<file path="src/rtl/trng_sample_ctrl.sv">
`default_nettype none
// ============================================================================
// Module   : trng_sample_ctrl
// Brief    : Sequences the mux-tree TRNG select, samples the synchronised raw
//            bit, von Neumann debiases, packs words and runs a repetition test.
// Revision : 1.0 - initial release
// ============================================================================
module trng_sample_ctrl #(
    parameter int WORD_W    = 8,
    parameter int SETTLE    = 4,
    parameter int REP_LIMIT = 16
) (
    input  logic              clk,
    input  logic              rst,
    input  logic              en,
    input  logic              trng_bit,
    output logic [2:0]        sel,
    output logic [WORD_W-1:0] data,
    output logic              valid,
    input  logic              ready,
    output logic              fault,
    input  logic              fault_clr
);

    localparam int c_set_w = $clog2(SETTLE);
    localparam int c_bit_w = $clog2(WORD_W + 1);
    localparam int c_rep_w = $clog2(REP_LIMIT + 1);

    localparam logic [c_set_w-1:0] c_settle_last = c_set_w'(SETTLE - 1);
    localparam logic [c_bit_w-1:0] c_word_bits   = c_bit_w'(WORD_W);
    localparam logic [c_rep_w-1:0] c_rep_limit   = c_rep_w'(REP_LIMIT);

    typedef enum logic [2:0] {
        S_IDLE   = 3'd0,
        S_SETTLE = 3'd1,
        S_SAMPLE = 3'd2,
        S_HOLD   = 3'd3,
        S_FAULT  = 3'd4
    } state_t;

    state_t              state_q, state_d;
    logic [2:0]          sel_q, sel_d;
    logic [WORD_W-1:0]   data_q, data_d;
    logic                valid_q, valid_d;
    logic                fault_q, fault_d;
    logic                sync1_q, sync1_d;
    logic                sync2_q, sync2_d;
    logic [c_set_w-1:0]  settle_cnt_q, settle_cnt_d;
    logic [c_bit_w-1:0]  bit_cnt_q, bit_cnt_d;
    logic [c_rep_w-1:0]  rep_cnt_q, rep_cnt_d;
    logic                pair_q, pair_d;
    logic                first_q, first_d;
    logic                prev_q, prev_d;

    logic                w_go_idle;
    logic [c_rep_w-1:0]  w_rep_next;
    logic [c_bit_w-1:0]  w_bits_next;

    always_comb begin
        state_d      = state_q;
        sel_d        = sel_q;
        data_d       = data_q;
        valid_d      = valid_q;
        fault_d      = fault_q;
        sync1_d      = trng_bit;
        sync2_d      = sync1_q;
        settle_cnt_d = settle_cnt_q;
        bit_cnt_d    = bit_cnt_q;
        rep_cnt_d    = rep_cnt_q;
        pair_d       = pair_q;
        first_d      = first_q;
        prev_d       = prev_q;
        w_go_idle    = 1'b0;
        w_rep_next   = '0;
        w_bits_next  = bit_cnt_q;

        case (state_q)
            S_IDLE: begin
                if (en) begin
                    state_d      = S_SETTLE;
                    settle_cnt_d = '0;
                end
            end
            S_SETTLE: begin
                if (!en) begin
                    w_go_idle = 1'b1;
                end else if (settle_cnt_q == c_settle_last) begin
                    state_d      = S_SAMPLE;
                    settle_cnt_d = '0;
                end else begin
                    settle_cnt_d = settle_cnt_q + c_set_w'(1);
                end
            end
            S_SAMPLE: begin
                if (!en) begin
                    w_go_idle = 1'b1;
                end else begin
                    sel_d  = sel_q + 3'd1;
                    prev_d = sync2_q;
                    pair_d = ~pair_q;
                    // A zero count marks the first sample since IDLE/FAULT.
                    if ((rep_cnt_q != '0) && (sync2_q == prev_q)) begin
                        w_rep_next = rep_cnt_q + c_rep_w'(1);
                    end else begin
                        w_rep_next = c_rep_w'(1);
                    end
                    rep_cnt_d = w_rep_next;
                    if (!pair_q) begin
                        first_d = sync2_q;
                    end else if (sync2_q != first_q) begin
                        data_d      = {data_q[WORD_W-2:0], first_q};
                        w_bits_next = bit_cnt_q + c_bit_w'(1);
                    end
                    bit_cnt_d = w_bits_next;
                    state_d   = S_SETTLE;
                    if (w_rep_next == c_rep_limit) begin
                        state_d   = S_FAULT;
                        fault_d   = 1'b1;
                        bit_cnt_d = '0;
                        pair_d    = 1'b0;
                        rep_cnt_d = '0;
                    end else if (w_bits_next == c_word_bits) begin
                        state_d   = S_HOLD;
                        valid_d   = 1'b1;
                        bit_cnt_d = '0;
                    end
                end
            end
            S_HOLD: begin
                if (ready) begin
                    valid_d = 1'b0;
                    if (en) begin
                        state_d      = S_SETTLE;
                        settle_cnt_d = '0;
                    end else begin
                        w_go_idle = 1'b1;
                    end
                end
            end
            S_FAULT: begin
                valid_d = 1'b0;
                if (fault_clr) begin
                    fault_d = 1'b0;
                    state_d = S_IDLE;
                end
            end
            default: begin
                state_d = S_IDLE;
            end
        endcase

        // Every return to IDLE drops the partial word and restarts health state.
        if (w_go_idle) begin
            state_d      = S_IDLE;
            settle_cnt_d = '0;
            bit_cnt_d    = '0;
            pair_d       = 1'b0;
            rep_cnt_d    = '0;
        end
    end

    always_ff @(posedge clk) begin
        if (rst) begin
            state_q      <= S_IDLE;
            sel_q        <= '0;
            data_q       <= '0;
            valid_q      <= 1'b0;
            fault_q      <= 1'b0;
            sync1_q      <= 1'b0;
            sync2_q      <= 1'b0;
            settle_cnt_q <= '0;
            bit_cnt_q    <= '0;
            rep_cnt_q    <= '0;
            pair_q       <= 1'b0;
            first_q      <= 1'b0;
            prev_q       <= 1'b0;
        end else begin
            state_q      <= state_d;
            sel_q        <= sel_d;
            data_q       <= data_d;
            valid_q      <= valid_d;
            fault_q      <= fault_d;
            sync1_q      <= sync1_d;
            sync2_q      <= sync2_d;
            settle_cnt_q <= settle_cnt_d;
            bit_cnt_q    <= bit_cnt_d;
            rep_cnt_q    <= rep_cnt_d;
            pair_q       <= pair_d;
            first_q      <= first_d;
            prev_q       <= prev_d;
        end
    end

    assign sel   = sel_q;
    assign data  = data_q;
    assign valid = valid_q;
    assign fault = fault_q;

endmodule
`default_nettype wire

</file>
<file path="config.mk">
export PLATFORM = sky130hd
export DESIGN_NAME = trng_sample_ctrl
export DESIGN_NICKNAME = d
export VERILOG_FILES = /design/src/rtl/trng_sample_ctrl.sv
export SDC_FILE = /design/constraint.sdc
export NUM_CORES = 1
export LEC_CHECK = 0
export BUFFER_PORTS_ARGS = -buffer_cell sky130_fd_sc_hd__buf_4
export CORE_AREA = 8 8 66 68
export DETAILED_ROUTE_END_ITERATION = 16
export DIE_AREA = 0 0 74 76
export GPL_TIMING_DRIVEN = 0
export HOLD_SLACK_MARGIN = 0.15
export PLACE_DENSITY = 0.68
export SYNTH_ARGS = -nofsm -noshare
export SYNTH_HDL_FRONTEND = slang
export SYNTH_SLANG_ARGS = --single-unit
</file>
<file path="constraint.sdc">
create_clock -name clk -period 2.5 [get_ports clk]
set_clock_uncertainty 0.2 [all_clocks]
set_input_delay 0.5 -clock clk [delete_from_list [all_inputs] [get_ports clk]]
set_output_delay 0.5 -clock clk [all_outputs]
set_load 0.05 [all_outputs]
</file>
==> impl_metrics.py, run 1 <==
metrics = {
    "layout": {
        "nets": 225,
        "diodes": 0,
        "layout-drive-gt1-share_pct": 17.29,
        "final_common_cell": "dfxtp_1",
        "area_growth_syn_to_layout_pct": 17.23,
        "final_core_util_pct": 54.44,
        "nFillCells": 340,
        "final_cell_mix": "dfxtp_1 (30), nand2_1 (28), a21oi_1 (21)",
    },
    "floorplanning": {
        "fp.dieH_um": 76,
        "start_util_pct": 46.44,
        "coreArea_mm2": 0.003441,
        "die_w_um": 74,
        "dieArea_mm2": 0.005624,
        "num_rows": 22,
        "num_io_pins": 19,
    },
    "worst_setup_path": {
        "cp_cell_sequence": "inv_1 > ha_1 > or4b_1 > o22ai_2 > and3_1 > buf_4 > nand2_4 > a221oi_2",
        "r2r-end": "fault",
        "cp.buffers_inverters": 2,
        "crit_path_end_kind": "register",
        "critPathLaunchType": "register",
        "critical_path.max_stage_delay_ps": 480,
        "reg2reg_from": "rep_cnt_q[0]",
        "arrival_ps": 2420,
        "cp_max_fo": 8,
        "cp_top_family": "simple AND/OR/NAND/NOR gates",
        "critical_path_class": "register to register",
        "rr_worst_depth": 8,
        "rrSetupSlack_ps": 130,
        "cpMaxStageDelayCell": "or4b_1",
        "crit_required_ps": 2550,
    },
    "power": {
        "p_leak_nw": 0.7142,
        "power.density_mw_per_mm2": 470.9,
        "vdd_drop_max_v": 0.0003211,
    },
    "logic_synthesis": {
        "syn-num-nets": 200,
        "synth_cell_type_count": 43,
        "synthTopCellsByArea": "dfxtp_1 (40%), a21oi_1 (6.6%), nand2_1 (6.6%)",
        "yosysTopAreaCellShare_pct": 40.09,
        "async_flop_share_pct": 0,
        "syn_area_mm2": 0.001598,
        "syn_avg_cell_area_um2": 8.454,
        "synthFlopType": "dfxtp_1",
        "yosysSeqAreaShare_pct": 40.09,
        "syn_inst": 189,
        "synth_largest_area_cell": "dfxtp_1",
        "yosysWarningCount": 0,
        "synth_seq_cells": 32,
        "synth_edf_count": 0,
    },
    "sta": {
        "slew_headroom_pct": 54.36,
        "setup_viol": 0,
        "fin_setup_tns_ps": 0,
        "fin_crit_sh_pct": 94.75,
        "worstMarginPinSlew_ps": 667.4,
        "grt_setup_unrepaired": "no",
        "max_freq_mhz": 422.1,
        "timing.final.crit_period_ps": 2369,
        "finalHoldViolations": 0,
        "slew_viol_final": 0,
    },
    "run": {
        "cap_violations": 0,
    },
    "global_route": {
        "use_met1_pct": 14.08,
        "grt.overflow.total": 0,
        "grt_pass1_wl_mm": 5.954,
        "top_usage_layer": "met2",
        "track_usage_pct": 13.12,
        "antenna_found_initial": 0,
        "grt_max_degree": 11,
        "grtUsageMet3_pct": 3.816,
        "use_met2_pct": 22.10,
        "first_global_vias": 1388,
    },
    "clock_network": {
        "clk_pin_slew_ps": 100,
        "cts_tree": "yes",
        "numCtsBuffers": 5,
        "h-tree-depth": 2,
        "root_buffer": "clkbuf_4",
        "cts_buffer_depth": 2,
        "post_cts_buffers": 0,
        "worst_skew_pair.late_latency_ps": 340,
        "cts_sinks": 32,
    },
    "drt": {
        "antenna_left": 0,
        "drc_errors": 0,
        "routedWlPerCell_um": 13.30,
        "dr.pass1.iters": 4,
        "drt-total-wl_mm": 3.485,
        "drt_iter0_drc": 71,
        "num_vias": 1407,
        "via_per_inst": 5.370,
    },
    "worst_hold_path": {
        "min_to": "sync1_q",
        "hold_class": "primary input to register",
        "hold_start": "trng_bit",
        "min_path_cells": 2,
    },
    "placement": {
        "place_congestion": 0.7960,
        "port-buffer-count": 17,
        "hpwl_mm": 2.595,
    },
    "run_status": {
        "status": "completed",
    },
}
-- power by group --
| group | internal [mW] | switching, mW |
|---|---|---|
| registers | 0.512 | 0.00451 |
| clock network | 0.159 | 0.167 |
| logic | 0.0153 | 0.0237 |
| total | 0.686 | 0.196 |
-- metal layers --
metal	share of wire (%)	up-vias
met2	51	26
met1	42	653
met4	1.8	0
li1	-	723
met5	0	-
met3	4.5	5
-- registers in the layout, indices dropped and copies added, names as in the netlist --
signal	cells
fault	1
prev_q	1
valid	1
sel	3
first_q	1
sync2_q	1
sync1_q	1
data	8
state_q	3
bit_cnt_q	4
pair_q	1
settle_cnt_q	2
rep_cnt_q	5
-- stage by stage --
stage	hold WS [ps]	power (mW)	instance area, µm²	setup WS [ps]	instances
floorplan	213.8	0.5514	1598	235.6	189
global placement	223.5	0.5644	1785	108.8	254
detailed placement	242.9	0.5664	1785	66.17	254
CTS	196.4	0.8900	1861	38.71	262
global route	205.7	0.9130	1873	14.15	262
finish	191.6	0.8820	1873	131.1	262
-- worst max path at each step --
stage | startpoint | endpoint | cells past startpoint
3_3_place_gp | rep_cnt_q[0] | fault | 8
4_1_cts | rep_cnt_q[0] | fault | 8
3_5_place_dp | rep_cnt_q[0] | fault | 8
2_1_floorplan | rep_cnt_q[0] | fault | 8
5_1_grt | rep_cnt_q[0] | fault | 8
6_report | rep_cnt_q[0] | fault | 8
-- cell usage after synthesis (3+ instances only) --
cell      count
nand2_1      28
a21oi_1      21
ha_1          5
xor2_1        4
inv_1         5
nand2b_1      7
dfxtp_1      32
nand3_1      10
o21ai_0       6
clkbuf_1      5
nand4b_1      4
xnor2_1       3
a31o_1        3
nor2_1       13
nor2b_1       4
buf_2         4
-- repair_timing --
item,in CTS,in global routing
endpoints found under the setup margin,0,7
endpoints found under the hold margin,1,0
hold buffers,1,0
gates resized for setup,0,4
-- cell type report --
| class | instances | area [µm²] | area share [%] |
|---|---|---|---|
| clock buffer | 7 | 65.06 | 3.474 |
| buffer | 10 | 46.29 | 2.472 |
| tap | 48 | 60.06 | 3.206 |
| inverter | 5 | 18.77 | 1.002 |
| timing repair buffer | 18 | 137.6 | 7.348 |
| multi-input combinational | 142 | 899.6 | 48.03 |
| sequential | 32 | 645.6 | 34.47 |
-- kinds of logic (layout without fill, tap and decap cells) --
group	Yosys count	count (layout)	share of synthesized area (%)
AOI/OAI and AO/OA	47	47	19.89
DFF	32	32	40.09
adders and majority gates	5	5	3.915
buffers and inverters	15	40	4.073
xor gates and xnor gates	8	8	4.855
and+or+nand+nor	82	82	27.17
(Power assumes the default switching activity.)
==> inputs of run 2 (changes only) <==
- CORE_AREA: 8 8 66 68 -> 8 8 77 79
- DIE_AREA: 0 0 74 76 -> 0 0 85 87
- PLACE_DENSITY: 0.68 -> not set
==> impl_metrics.py, run 2 (synthesized netlist as in run 1, its figures left out) <==
metrics = {
    "run_status": {
        "status": "completed",
    },
    "placement": {
        "dpl_cell_area_mm2": 0.001795,
        "hpwl_mm": 2.363,
        "port-buffer-count": 17,
        "pre_cts_slack_ps": 41.43,
        "place_congestion": 0.7710,
    },
    "sta": {
        "slew_viol_final": 0,
        "grt_setup_unrepaired": "no",
        "finalHoldViolations": 0,
        "worstMarginPinSlew_ps": 874.3,
        "max_freq_mhz": 420.3,
        "fin_crit_sh_pct": 95.18,
        "fin_ws_ps": 120.5,
        "timing.final.crit_period_ps": 2379,
        "setup_viol": 0,
        "slew_headroom_pct": 40.95,
        "fin_setup_tns_ps": 0,
    },
    "worst_setup_path": {
        "crit_required_ps": 2480,
        "cp_max_fo": 8,
        "cp_cell_sequence": "inv_1 > ha_1 > or4b_1 > o22ai_2 > and3_4 > buf_6 > nor2_1 > a32o_1",
        "crit_path_end_kind": "register",
        "cp_top_family": "simple AND/OR/NAND/NOR gates",
        "critPathLaunchType": "register",
        "arrival_ps": 2360,
        "cpMaxStageDelayCell": "or4b_1",
        "critical_path.max_stage_delay_ps": 490,
        "cp.buffers_inverters": 2,
        "critical_path_class": "register to register",
    },
    "drt": {
        "drt-total-wl_mm": 3.454,
        "antenna_left": 0,
        "routedWlPerCell_um": 12.75,
        "drc_errors": 0,
        "dr.pass1.iters": 4,
        "drt_iter0_drc": 76,
        "num_vias": 1428,
        "via_per_inst": 5.269,
    },
    "layout": {
        "fin_area_mm2": 0.001927,
        "diodes": 0,
        "regArea_um2": 648.1,
        "nets": 225,
        "layout-drive-gt1-share_pct": 17.67,
        "area_growth_syn_to_layout_pct": 20.60,
        "nFillCells": 501,
        "multi_input_area_um2": 897.1,
        "final_common_cell": "dfxtp_1",
        "largest_reg_flops": 8,
        "final_cell_mix": "dfxtp_1 (30), nand2_1 (28), a21oi_1 (21)",
    },
    "global_route": {
        "track_usage_pct": 9.681,
        "grt_pass1_wl_mm": 5.713,
        "grt.overflow.total": 0,
        "grt_max_degree": 11,
        "first_global_vias": 1289,
        "antenna_found_initial": 0,
    },
    "clock_network": {
        "cts_buffer_depth": 2,
        "worst_skew_pair.late_latency_ps": 290,
        "cts_sinks": 32,
        "numCtsBuffers": 5,
        "root_buffer": "clkbuf_8",
        "h-tree-depth": 2,
        "cts_tree": "yes",
        "clk_pin_slew_ps": 60,
    },
    "power": {
        "p_leak_nw": 0.7272,
        "power.density_mw_per_mm2": 539.5,
        "vdd_drop_max_v": 0.0003502,
    },
    "worst_hold_path": {
        "hold_class": "primary input to register",
    },
    "floorplanning": {
        "dieArea_mm2": 0.007395,
        "coreArea_mm2": 0.004847,
        "fp.dieH_um": 87,
        "num_io_pins": 19,
        "die_w_um": 85,
        "num_rows": 26,
        "start_util_pct": 32.96,
    },
    "run": {
        "cap_violations": 0,
    },
}
run 2: changes by cell type in the layout (fill, tap and decap cells not counted), sizes merged:
cell and change:
bufinv +1, buf +1, clkbuf -1, dlygate4sd3 -1, clkinv +1
run 2: layout make-up:
cell class              count  area share, %
plain buffers              10          2.597
clock buffers               6          3.766
clock inverters             2          1.818
inverters                   5         0.9740
multi-input cells         142          46.56
flip-flops and latches     32          33.64
well taps                  56          3.636
repair buffers             18          7.013
run 2: power by group:
part,internal (mW),switching (mW)
Sequential,0.511,0.00438
Clock,0.295,0.192
Combinational,0.0138,0.0230
Total,0.820,0.219
run 2: routing by layer:
metal,global-route usage (%),up-vias,wire [µm]
met5,0,-,0
met4,6.311,0,83
met3,2.358,7,100
met2,16.26,25,1661
met1,10.70,671,1608
li1,-,725,-
run 2: worst paths after layout:
path / start / endpoint / slack (ps) / cells past startpoint
setup reg to reg: rep_cnt_q[0] / bit_cnt_q[3] / 120 / 8
hold reg to reg: sync1_q / sync2_q / 240 / 1
hold / removal: fault_clr / fault / 200 / 2
setup / recovery: rep_cnt_q[0] / bit_cnt_q[3] / 120 / 8
run 2: repair_timing:
item / in CTS / in global routing
setup buffers: 0 / 1
hold buffers: 0 / 0
setup endpoints to repair: 0 / 8
gates resized for setup: 0 / 6
run 2: metrics by stage:
step | utilization, % | power, mW | hold slack [ps] | std cells
global placement | 37.04 | 0.5665 | 223.3 | 262
floorplan | - | 0.5514 | 213.8 | 189
detailed placement | 37.04 | 0.5662 | 227.2 | 262
global route | 39.75 | 1.081 | 191.6 | 271
CTS | 39.26 | 1.058 | 190.4 | 270
finish | 39.75 | 1.040 | 198.6 | 271
run 2: worst register-to-register path: cells and delay by family (launching register included):
family                     cells  cell delay [ps]
AOI/OAI and AO/OA              2              480
adders and majority gates      1              300
buffers and inverters          2              170
DFF                            1              370
and+or+nand+nor                3              760
==> inputs of run 3 (changes only) <==
--- a/config.mk
+++ b/config.mk
@@ -7,7 +7,7 @@
 export LEC_CHECK = 0
 export BUFFER_PORTS_ARGS = -buffer_cell sky130_fd_sc_hd__buf_4
-export CORE_AREA = 8 8 77 79
+export CORE_AREA = 2 2 71 73
 export DETAILED_ROUTE_END_ITERATION = 16
-export DIE_AREA = 0 0 85 87
+export DIE_AREA = 0 0 73 75
 export GPL_TIMING_DRIVEN = 0
 export HOLD_SLACK_MARGIN = 0.15
==> constraint.sdc (replaced) <==
create_clock -name clk -period 2.5 [get_ports clk]
set_clock_uncertainty 0.2 [all_clocks]
set_input_delay 0.5 -clock clk [delete_from_list [all_inputs] [get_ports clk]]
set_output_delay 0.5 -clock clk [all_outputs]
set_load 0.01 [all_outputs]
==> impl_metrics.py, run 3 (synthesized netlist as in run 1, its figures left out) <==
metrics = {
    "clock_network": {
        "root_buffer": "clkbuf_8",
        "numCtsBuffers": 5,
        "cts_sinks": 32,
        "ctsHoldBuffers": 0,
        "worst_skew_pair.late_latency_ps": 280,
        "clk_pin_slew_ps": 70,
        "cts_buffer_depth": 2,
        "h-tree-depth": 2,
        "cts_tree": "yes",
    },
    "layout": {
        "largest_reg_flops": 8,
        "nets": 226,
        "final_core_util_pct": 41.40,
        "area_growth_syn_to_layout_pct": 20.75,
        "final_common_cell": "dfxtp_1",
        "diodes": 0,
        "layout-drive-gt1-share_pct": 18.06,
        "final_cell_mix": "dfxtp_1 (30), nand2_1 (28), a21oi_1 (21)",
        "fin_area_mm2": 0.001929,
    },
    "drt": {
        "via_per_inst": 5.211,
        "antenna_left": 0,
        "routedWlPerCell_um": 12.36,
        "dr.pass1.iters": 4,
        "num_vias": 1407,
        "drt_iter0_drc": 74,
        "drt-total-wl_mm": 3.338,
        "drc_errors": 0,
    },
    "floorplanning": {
        "dieArea_mm2": 0.005475,
        "coreArea_mm2": 0.004661,
        "fp.dieH_um": 75,
        "die_w_um": 73,
        "start_util_pct": 34.28,
        "num_io_pins": 19,
        "num_rows": 25,
    },
    "sta": {
        "worstMarginPinSlew_ps": 828.7,
        "finalHoldViolations": 0,
        "timing.final.crit_period_ps": 2392,
        "whs_ps": 200.2,
        "setup_viol": 0,
        "fin_setup_tns_ps": 0,
        "fin_crit_sh_pct": 95.67,
        "slew_headroom_pct": 44.03,
        "grt_setup_unrepaired": "no",
        "slew_viol_final": 0,
        "max_freq_mhz": 418.1,
    },
    "power": {
        "vdd_drop_max_v": 0.0003330,
        "seqPwrFrac_pct": 49.6,
        "swShare_pct": 21.10,
        "cellInternalPower_uw": 821.6,
        "p_leak_nw": 0.7324,
        "pwr-share-clk_pct": 46.9,
        "combPwrFrac_pct": 3.5,
        "power.density_mw_per_mm2": 539.7,
        "power_switching_uw": 219.7,
    },
    "worst_setup_path": {
        "critical_path_class": "register to register",
        "crit_path_end_kind": "register",
        "rr_worst_depth": 8,
        "cp_max_fo": 8,
        "r2r-end": "fault",
        "rrSetupSlack_ps": 110,
        "reg2reg_from": "rep_cnt_q[0]",
        "crit_required_ps": 2500,
        "arrival_ps": 2390,
        "critPathLaunchType": "register",
    },
    "global_route": {
        "first_global_vias": 1266,
        "grt.overflow.total": 0,
        "track_usage_pct": 13.81,
        "antenna_found_initial": 0,
        "grt_max_degree": 11,
        "grt_pass1_wl_mm": 5.747,
    },
    "worst_hold_path": {
        "hold_class": "primary input to register",
        "hold_start": "fault_clr",
        "min_to": "fault",
        "min_path_cells": 2,
    },
    "placement": {
        "place_congestion": 0.8173,
        "hpwl_mm": 2.365,
        "port-buffer-count": 17,
        "dpl_cell_area_mm2": 0.001793,
    },
    "run_status": {
        "status": "completed",
    },
    "run": {
        "cap_violations": 0,
    },
}
run 3: worst max-delay path by stage:
| stage | start | endpoint | slack [ps] | depth (start not counted) |
|---|---|---|---|---|
| after floorplan | rep_cnt_q[0] | fault | 240 | 8 |
| after global placement | ready | state_q[1] | 50 | 5 |
| after detailed placement | rep_cnt_q[0] | fault | 20 | 8 |
| after CTS | rep_cnt_q[1] | fault | 30 | 8 |
| after global routing | rep_cnt_q[0] | fault | 5 | 8 |
| final | rep_cnt_q[0] | fault | 110 | 8 |
run 3: per-stage QoR:
step                      setup WS, ps  power [mW]  std cells
after floorplan                  235.6      0.5514        189
after global placement           52.83      0.5663        260
after detailed placement         22.38      0.5660        260
after CTS                        31.06       1.058        268
after global routing             5.048       1.087        270
final                            108.1       1.041        270
run 3: final cells by class:
| class | count | area [µm²] |
|---|---|---|
| Timing Repair Buffer | 19 | 142.6 |
| Multi-Input combinational cell | 142 | 897.1 |
| Inverter | 5 | 18.77 |
| Clock buffer | 6 | 72.57 |
| Tap cell | 54 | 67.56 |
| Buffer | 10 | 50.05 |
| Sequential cell | 32 | 645.6 |
| Clock inverter | 2 | 35.03 |
| Fill cell | 483 | 2731 |
run 3: critical path, cell delays in order, from the launching register on:
cell,delay (ps)
dfxtp_4,380
inv_1,50
ha_1,300
or4b_1,490
o22ai_2,240
and3_4,220
buf_6,130
nand2_4,70
a221oi_2,240
run 3: metal layers:
layer,vias up,share of wire [%],track usage (%)
met1,644,47,17.14
li1,731,-,-
met3,5,3.1,3.882
met4,0,1.9,7.613
met5,-,0,0
met2,27,48,21.72
run 3: power groups by stage:
stage | Combinational [mW] | Clock, mW | Sequential (mW)
floorplan | 0.0232 | 0 | 0.528
global placement | 0.0371 | 0 | 0.529
detailed placement | 0.0369 | 0 | 0.529
CTS | 0.0372 | 0.504 | 0.517
global route | 0.0420 | 0.529 | 0.517
finish | 0.0367 | 0.488 | 0.516
run 3: timing repair:
action	4_1_cts	5_1_grt
buffers inserted	0	2
resized for setup	1	4
setup endpoints to repair	1	5
pin swaps	0	2
